`config.mk`:
```
export PLATFORM = sky130hd
export DESIGN_NAME = framebuffer_reader
export DESIGN_NICKNAME = d
export VERILOG_FILES = /design/src/rtl/framebuffer_reader.sv
export SDC_FILE = /design/constraint.sdc
export NUM_CORES = 1
export LEC_CHECK = 0
export BUFFER_PORTS_ARGS = -buffer_cell sky130_fd_sc_hd__buf_2
export CAP_MARGIN = 20
export CORE_AREA = 2 2 107 109
export CTS_CLUSTER_SIZE = 25
export DETAILED_ROUTE_END_ITERATION = 16
export DIE_AREA = 0 0 109 111
export PLACE_DENSITY_LB_ADDON = 0.05
export SLEW_MARGIN = 20
export SYNTH_ARGS = -nofsm -noshare
export SYNTH_HDL_FRONTEND = slang
export SYNTH_SLANG_ARGS = --single-unit
```
`constraint.sdc`:
```
create_clock -name clk -period 5.3 [get_ports clk]
set_input_delay 0.53 -clock clk [delete_from_list [all_inputs] [get_ports clk]]
set_output_delay 0.53 -clock clk [all_outputs]
set_load 0.01 [all_outputs]
```
`src/rtl/framebuffer_reader.sv`:
```
`default_nettype none
// +----------------------------------------------------------------------------+
// | framebuffer_reader: row-major scan-out of the framebuffer read port onto a |
// | tagged valid/ready pixel stream. Option: FB_READER_LINE_DOUBLE_EN.          |
// | Revision: 1.0                                                                |
// +----------------------------------------------------------------------------+
module framebuffer_reader #(
  parameter int WIDTH     = 16,
  parameter int FB_WIDTH  = 160,
  parameter int FB_HEIGHT = 120
) (
  input  logic                                  clk,
  input  logic                                  rst,
  input  logic                                  start,
  input  logic                                  buf_ready,
  output logic [$clog2(FB_WIDTH*FB_HEIGHT)-1:0] addr_read,
  input  logic [WIDTH-1:0]                      data_in,
  output logic                                  m_valid,
  input  logic                                  m_ready,
  output logic [WIDTH-1:0]                      m_data,
  output logic                                  m_sol,
  output logic                                  m_eol,
  output logic                                  m_eof,
  output logic                                  busy,
  output logic                                  done
);

  localparam int ADDR_WIDTH = $clog2(FB_WIDTH*FB_HEIGHT);
  localparam int XW = (FB_WIDTH > 1) ? $clog2(FB_WIDTH) : 1;
  localparam int YW = (FB_HEIGHT > 1) ? $clog2(FB_HEIGHT) : 1;
  localparam logic [XW-1:0]         X_LAST   = XW'(FB_WIDTH - 1);
  localparam logic [YW-1:0]         Y_LAST   = YW'(FB_HEIGHT - 1);
  localparam logic [ADDR_WIDTH-1:0] ROW_STEP = ADDR_WIDTH'(FB_WIDTH);

  typedef enum logic [1:0] {
    S_IDLE      = 2'd0,
    S_STREAMING = 2'd1,
    S_DRAIN     = 2'd2
  } state_t;

  state_t                r_state;
  logic [XW-1:0]         r_x;
  logic [YW-1:0]         r_y;
  logic [ADDR_WIDTH-1:0] r_row_base;
  logic                  r_inflight;
  logic                  r_sol_d;
  logic                  r_eol_d;
  logic                  r_eof_d;
`ifdef FB_READER_LINE_DOUBLE_EN
  logic                  r_pass;
`endif

  logic [WIDTH-1:0]      r_fifo_data [0:1];
  logic [1:0]            r_fifo_sol;
  logic [1:0]            r_fifo_eol;
  logic [1:0]            r_fifo_eof;
  logic                  r_rd_ptr;
  logic                  r_wr_ptr;
  logic [1:0]            r_count;

  logic       w_pop;
  logic       w_credit;
  logic       w_issue;
  logic       w_x_last;
  logic       w_y_last;
  logic       w_second_pass;
  logic       w_eof;
  logic [1:0] w_count_next;

  assign w_pop    = m_valid && m_ready;
  // Slots already committed (stored + returning) after this cycle's pop must leave room.
  assign w_credit = (({1'b0, r_count} + {2'b00, r_inflight}) - {2'b00, w_pop}) < 3'd2;
  assign w_issue  = (r_state == S_STREAMING) && buf_ready && w_credit;

  assign w_x_last = (r_x == X_LAST);
  assign w_y_last = (r_y == Y_LAST);
`ifdef FB_READER_LINE_DOUBLE_EN
  assign w_second_pass = r_pass;
`else
  assign w_second_pass = 1'b1;
`endif
  assign w_eof        = w_x_last && w_y_last && w_second_pass;
  assign w_count_next = (r_count + {1'b0, r_inflight}) - {1'b0, w_pop};

  always_ff @(posedge clk or posedge rst) begin
    if (rst) begin
      r_state    <= S_IDLE;
      r_x        <= '0;
      r_y        <= '0;
      r_row_base <= '0;
      addr_read  <= '0;
      r_inflight <= 1'b0;
      r_sol_d    <= 1'b0;
      r_eol_d    <= 1'b0;
      r_eof_d    <= 1'b0;
      busy       <= 1'b0;
      done       <= 1'b0;
`ifdef FB_READER_LINE_DOUBLE_EN
      r_pass     <= 1'b0;
`endif
    end else begin
      done       <= 1'b0;
      r_inflight <= w_issue;
      if (w_issue) begin
        r_sol_d <= (r_x == '0);
        r_eol_d <= w_x_last;
        r_eof_d <= w_eof;
      end
      case (r_state)
        S_IDLE: begin
          if (start) begin
            r_state    <= S_STREAMING;
            busy       <= 1'b1;
            r_x        <= '0;
            r_y        <= '0;
            r_row_base <= '0;
            addr_read  <= '0;
`ifdef FB_READER_LINE_DOUBLE_EN
            r_pass     <= 1'b0;
`endif
          end
        end
        S_STREAMING: begin
          if (w_issue) begin
            if (w_eof) begin
              // Address holds at the last pixel; wrap happens only through a new start.
              r_state <= S_DRAIN;
            end else if (w_x_last) begin
              r_x <= '0;
`ifdef FB_READER_LINE_DOUBLE_EN
              if (!r_pass) begin
                r_pass    <= 1'b1;
                addr_read <= r_row_base;
              end else begin
                r_pass     <= 1'b0;
                r_row_base <= r_row_base + ROW_STEP;
                addr_read  <= r_row_base + ROW_STEP;
                r_y        <= r_y + YW'(1);
              end
`else
              r_row_base <= r_row_base + ROW_STEP;
              addr_read  <= r_row_base + ROW_STEP;
              r_y        <= r_y + YW'(1);
`endif
            end else begin
              r_x       <= r_x + XW'(1);
              addr_read <= addr_read + ADDR_WIDTH'(1);
            end
          end
        end
        S_DRAIN: begin
          if (!r_inflight && (w_count_next == 2'd0)) begin
            r_state <= S_IDLE;
            busy    <= 1'b0;
            done    <= 1'b1;
          end
        end
        default: r_state <= S_IDLE;
      endcase
    end
  end

  // Returning read data is written every cycle it is flagged in flight; credit prevents overflow.
  always_ff @(posedge clk or posedge rst) begin
    if (rst) begin
      r_fifo_data[0] <= '0;
      r_fifo_data[1] <= '0;
      r_fifo_sol     <= '0;
      r_fifo_eol     <= '0;
      r_fifo_eof     <= '0;
      r_rd_ptr       <= 1'b0;
      r_wr_ptr       <= 1'b0;
      r_count        <= '0;
    end else begin
      if (r_inflight) begin
        r_fifo_data[r_wr_ptr] <= data_in;
        r_fifo_sol[r_wr_ptr]  <= r_sol_d;
        r_fifo_eol[r_wr_ptr]  <= r_eol_d;
        r_fifo_eof[r_wr_ptr]  <= r_eof_d;
        r_wr_ptr              <= ~r_wr_ptr;
      end
      if (w_pop) begin
        r_rd_ptr <= ~r_rd_ptr;
      end
      r_count <= w_count_next;
    end
  end

  assign m_valid = (r_count != 2'd0);
  assign m_data  = r_fifo_data[r_rd_ptr];
  assign m_sol   = r_fifo_sol[r_rd_ptr];
  assign m_eol   = r_fifo_eol[r_rd_ptr];
  assign m_eof   = r_fifo_eof[r_rd_ptr];

endmodule
`default_nettype wire

```
# --- Word-level counts from Yosys, hierarchy flattened ---
# Cells that the tools add are included.
totals:
  register_bits: 95
  latchBits: 0
  mem_bits_rw: 0
  romBits: 0
  input_bits: 21
  output_inout_bits: 37
  wordCells: 112
  mem_count: 0
classes:
  n_addsub: 8
  n_mul: 0
  div: 0
  magnitude_cmp: 7
  eq_ne: 10
  shift: 0
  mux: 46
  bitwise_logic: 4
  n_reduce_logical: 18
ops:
  columns: ["cell", "count"]
  rows:
  - ["two-way mux 15 bit", 7]
  - ["two-way mux 16 bit", 4]
  - ["case mux 15 bit (2 select lines)", 2]
  - ["bitwise mux 32 bit", 1]
  - ["two-way mux 8 bit", 4]
  - ["two-way mux 7 bit", 4]
  - ["demux 16 bit (select 1 bit)", 1]
  - ["case mux 8 bit (2 select lines)", 1]
  - ["adder 15 x 1 -> 15 bit, second input constant", 1]
  - ["adder 15 x 8 -> 15 bit, second input constant", 1]
  - ["case mux 7 bit (2 select lines)", 1]
  - ["!= test 2 bit, second input constant", 6]
  - ["two-way mux 1 bit", 11]
  - ["adder 8 x 1 -> 8 bit, second input constant", 1]
  - ["equality test 8 bit, second input constant", 1]
  - ["logical NOT 8 bit", 1]
  - ["two-way mux 2 bit", 4]
  - ["AND reduction 4 bit", 2]
  - ["adder 7 x 1 -> 7 bit, second input constant", 1]
  - ["equality test 7 bit, second input constant", 1]
  - ["logical AND 1 bit", 7]
  - ["bitwise mux 2 bit", 3]
  - ["case mux 2 bit (3 select lines)", 1]
  - ["nonzero test 2 bit", 3]
  - ["other kinds (19)", 24]

# --- Depth between registers and ports, before layout ---
depth:
  ltp_word: 7
  mapped_depth: 14
  ltp_nobuf: 12

# --- Least setup slack after synthesis ---
# No wires, ideal clock.
synth_timing:
  path_type: "register to register"
  startpoint: "reg r_count[1]"
  endpoint: "reg r_row_base[9]"
  setup_ns: 0.069
  t_arrival_ns: 2.997
  t_required_ns: 5.231
  path_slack_ns: 2.234
  stages_incl_launch_ff: 14
  n_path_buf: 1
  synth_period_minus_slack_ns: 3.066
  cell_sequence: "dfrtp_1 inv_1 nand2_1 and2_1 ha_1 inv_1 ha_1 fa_1 and4bb_4 and4_1 buf_4 a31oi_4 or4_1 nand3_1"
synth_between:
  elab_chain_len: 7
  elab_cells_between_ends: 8
  classes_between: "add/sub (2); order compare (1); eq/ne (1); reduce/logical (4)"
synth_rtl:
  columns: ["element", "line_no", "source"]
  rows:
  - ["start, declared", "59", "logic [1:0] r_count;"]
  - ["start signal, assigned", "185", "r_count <= w_count_next;"]
  - ["nonzero test 2 bit", "189", "assign m_valid = (r_count != 2'd0);"]
  - ["net m_valid", "18", "output logic m_valid,"]
  - ["logical AND 1 bit", "70", "assign w_pop = m_valid && m_ready;"]
  - ["net w_pop", "61", "logic w_pop;"]
  - ["subtractor 3 x 1 -> 3 bit", "72", "assign w_credit = (({1'b0, r_count} + {2'b00, r_inflight}) - {2'b00, w_pop}) < 3'd2;"]
  - ["less-than comparator 3 x 2 -> 1 bit", "72", null]
  - ["logical AND 1 bit", "73", "assign w_issue = (r_state == S_STREAMING) && buf_ready && w_credit;"]
  - ["!= test 2 bit (no line)", null, null]
  - ["AND reduction 5 bit (no line)", null, null]
  - ["end signal, assigned", "141", "r_row_base <= r_row_base + ROW_STEP;"]
  - ["end, declared", "44", "logic [ADDR_WIDTH-1:0] r_row_base;"]
# The timed path passes the listed nets, and every way through them passes these cells.
# A chain may end at the register's enable or synchronous reset.

# --- Final worst setup path ---
layout_timing:
  startpoint: "reg r_count[1]"
  endpoint: "reg r_row_base[9]"
layout_between:
  elab_chain_len: 7
  elab_cells_between_ends: 8
  classes_between: "add/sub (2); order compare (1); eq/ne (1); reduce/logical (4)"
layout_rtl:
  columns: ["element", "line_no"]
  rows:
  - ["nonzero test 2 bit", "189"]
  - ["logical AND 1 bit", "70"]
  - ["net w_pop", "61"]
  - ["subtractor 3 x 1 -> 3 bit", "72"]
  - ["less-than comparator 3 x 2 -> 1 bit", "72"]
  - ["logical AND 1 bit", "73"]
  - ["!= test 2 bit (no line)", null]
  - ["AND reduction 5 bit (no line)", null]
# The timed path passes the listed nets, and every way through them passes these cells.

==> results.sh <==
export IMPL_synth_cell_type_count=60
export IMPL_final_instance_count_excl_fill=612
export IMPL_clk_insertion_delay_late_ns=0.34
export IMPL_nets=493
export IMPL_proportion_of_power_drawn_by_combinational_gates_pct=32.4
export IMPL_maxCapViolations=0
export IMPL_worstSetupStartpointType="flip-flop"
export IMPL_finalClockSkew_ns=0.00534
export IMPL_post_cts_repair_setup_buffers=0
export IMPL_hold_class="in2async"
export IMPL_crit_path_end="r_row_base[9]"
export IMPL_startpoint="r_count[1]"
export IMPL_mappedNetlistArea_um2=4480
export IMPL_start_util_pct=40.4
export IMPL_layout_cells_most_common_list="dfrtp_1, mux2_2, buf_2, o21ai_0, nand2_1"
export IMPL_endpoint_kind="flip-flop"
export IMPL_ys_ff_latch=90
export IMPL_crit_chain="inv_1 -> nand2_1 -> and2_1 -> ha_1 -> inv_1 -> ha_1 -> fa_1 -> and4bb_4 -> and4_1 -> a31oi_4 -> or4_1 -> nand3_1"
export IMPL_power_per_cell_area_nw_per_um2=478
export IMPL_p_int_mw=1.66
export IMPL_avgViaCountPerCell=5.33
export IMPL_fin_hold_ws_ns=0.274
export IMPL_vias=3265
export IMPL_hpwlAfterDp_mm=6.73
export IMPL_area_growth_syn_to_layout_pct=15.8
export IMPL_drt_drc_violations_left=0
export IMPL_htree_num_levels=3
export IMPL_fin_util_pct=46.8
export IMPL_synthesis_nets=437
export IMPL_max_clock_path_buffers=2
export IMPL_synthesis_yosys_warnings=0
export IMPL_timing_final_setup_violations=0
export IMPL_switching_power_uw=820
export IMPL_edff_count_synth=0
export IMPL_share_of_flip_flops_with_an_asynchronous_set_or_reset_after_synthesis_pct=100
export IMPL_detail_route_iter0_violations=179
export IMPL_placeableCoreArea_um2=11100
export IMPL_ir_drop_v=0.000240
export IMPL_slowest_delay_ns=0.50
export IMPL_synth_area_per_cell_um2=11.0
export IMPL_hold_viol_final=0
export IMPL_track_usage_pct=17.2
export IMPL_residual_antenna_violating_net_count_after_detailed_routing=0
export IMPL_cts_hold_buffers=0
export IMPL_tritoncts_clock_tree="built"
export IMPL_critPathArrivalTime_ns=3.65
export IMPL_regToRegStartpoint="r_count[1]"
export IMPL_setup_repair_after_global_routing_missed_its_margin="no"
export IMPL_fp_dieH_um=111
export IMPL_clockPowerShare_pct=26.2
export IMPL_post_cts_resized=0
export IMPL_syn_instance_count=408
export IMPL_slew_limit_headroom_pct=28.5
export IMPL_final_common_cell="dfrtp_1"
export IMPL_cts_reportedPaths_clkPinSlew_ns=0.07
export IMPL_fp_row_count=39
export IMPL_tritoncts_num_buffers=9
export IMPL_final_critical_path_setup_slack_ns=1.92
export IMPL_finish_instance_area_um2=5190
export IMPL_grt_first_pass_wirelength_mm=16.4
export IMPL_drt_pass1_iterations=4
export IMPL_setup_tns_final_ns=0
export IMPL_sw_frac_of_total_pct=33.1
export IMPL_period_share_pct=63.8
export IMPL_timing_critical_path_required_ns=5.57
export IMPL_timing_rr_end="r_row_base[9]"
export IMPL_first_global_vias=3247
export IMPL_gp_congestion=0.796
export IMPL_timing_worst_slew_pin_value_ns=1.07
export IMPL_timing_reg2reg_worst_path_depth=12
export IMPL_setup_reg_to_reg_worst_slack_ns=1.92
export IMPL_antenna_found_initial=0
export IMPL_dp_cells=596
export IMPL_synth_seq_area_share_pct=50.3
export IMPL_antennaDiodeCount=0
export IMPL_grt_overflow_total=0
export IMPL_yosys_most_used_dff="dfrtp_1"
export IMPL_clock_sinks=90
export IMPL_die_w_um=109
export IMPL_final_max_slew_viol_count=0
export IMPL_design_portCount=58
export IMPL_leakage_nw=2.32
export IMPL_routed_wire_length_per_instance_um=16.4
export IMPL_die_area_um2=12100
export IMPL_grt_max_degree=53
export IMPL_status="complete, no violations"
export IMPL_clock_fmax_ghz=0.296
export IMPL_crit_fanout=19
export IMPL_clock_period_minus_final_worst_setup_slack_ns=3.38
export IMPL_power_frac_seq_pct=41.4
export IMPL_placement_setup_worst_slack_ns=1.92
export IMPL_ctsRootBufferMaster="clkbuf_16"
export IMPL_totalPowerFinal_mw=2.48
export IMPL_fillerInstances=1013
export IMPL_fraction_of_layout_cells_with_a_size_suffix_above_1_pct=30.9
export IMPL_placedInstanceArea_um2=4880
export IMPL_place_port_buffers=57
export IMPL_route_final_wire_length_mm=10.0
export IMPL_setup_worst_path_class="reg2reg"
export IMPL_critPathSlowestCell="fa_1"
registers in the layout (all words and copies together) (netlist names):
name and cells:
r_fifo_eol 2, r_y 7, r_count 2, r_x 8, r_wr_ptr 1, r_inflight 1
r_fifo_eof 2, r_fifo_data 32, addr_read 15, r_state 2, r_sol_d 1, busy 1
done 1, r_fifo_sol 2, r_eof_d 1, r_rd_ptr 1, r_eol_d 1, r_row_base 10
logic make-up (layout without fill, tap and decap cells):
family / after synthesis / count (layout) / synth area share, %
AND/OR/NAND/NOR: 117 / 117 / 13.9
AO/OA/AOI/OAI: 96 / 96 / 13.9
flip-flops: 90 / 90 / 50.3
multiplexers: 58 / 58 / 14.6
buffers and inverters: 29 / 90 / 2.80
XOR/XNOR: 10 / 10 / 2.12
adder cells (fa/ha/maj): 8 / 8 / 2.40
per-layer routing:
metal | GRT usage [%] | wire (um)
met5 | 0 | 0
met2 | 27.5 | 4660
met3 | 3.23 | 423
met1 | 23.8 | 4850
met4 | 4.62 | 89
Yosys cell counts, types with 2 or more instances:
library cell / instances / area [um2]
a31oi_1: 2 / 12.5
mux2_2: 58 / 653
nor4_1: 4 / 25.0
and3_1: 6 / 37.5
clkbuf_1: 7 / 26.3
xnor2_1: 2 / 17.5
o21ai_1: 5 / 25.0
nor2_1: 19 / 71.3
and2_1: 7 / 43.8
ha_1: 7 / 87.6
o21ai_0: 35 / 175
and4_1: 2 / 17.5
nand3b_1: 2 / 15.0
o31ai_1: 9 / 67.6
inv_1: 16 / 60.1
buf_2: 4 / 20.0
a22o_1: 4 / 35.0
o32a_1: 2 / 20.0
nor3_1: 6 / 30.0
nand2b_1: 4 / 25.0
nand4_1: 3 / 18.8
nand3_1: 21 / 105
a22oi_1: 2 / 15.0
o22ai_1: 3 / 18.8
o21a_1: 2 / 15.0
o41ai_1: 2 / 17.5
or4_1: 2 / 15.0
o311ai_0: 2 / 17.5
nand2_1: 28 / 105
dfrtp_1: 90 / 2250
a21oi_1: 16 / 80.1
or3_1: 2 / 12.5
xor2_1: 7 / 61.3
final cells by class:
cell class | instances | area [um2] | share of cell area [%]
inverter | 16 | 61.3 | 1.18
multi-input combinational | 289 | 2100 | 40.5
tap | 143 | 179 | 3.45
sequential | 90 | 2250 | 43.4
clock inverter | 7 | 76.3 | 1.47
clock buffer | 9 | 225 | 4.34
timing repair buffer | 58 | 293 | 5.65
power groups by stage:
stage	clock (mW)	sequential [mW]	combinational (mW)
2_1_floorplan	0	0.984	0.619
3_3_place_gp	0	1.03	0.799
3_5_place_dp	0	1.04	0.814
4_1_cts	0.668	1.03	0.820
5_1_grt	0.694	1.06	0.889
6_report	0.649	1.03	0.803
how the worst min path moves through the flow:
| stage | start | to | slack, ns | depth (start not counted) |
|---|---|---|---|---|
| 4_1_cts | rst | r_fifo_data[27] | 0.29 | 2 |
| 2_1_floorplan | r_y[6] | r_y[6] | 0.44 | 1 |
| 3_3_place_gp | r_y[6] | r_y[6] | 0.45 | 1 |
| 6_report | rst | r_fifo_data[11] | 0.27 | 2 |
| 5_1_grt | rst | r_fifo_data[27] | 0.33 | 2 |
| 3_5_place_dp | r_y[5] | r_y[5] | 0.47 | 1 |
worst max-delay path: cells and delay by family, from the launching register on:
family / cells / cell delay (ns)
AOI/OAI and AO/OA: 1 / 0.26
adders and majority gates: 3 / 0.95
buffers and inverters: 2 / 0.15
DFF: 1 / 0.40
and+or+nand+nor: 6 / 1.56
Note: power is estimated with default switching activity, not from simulation.
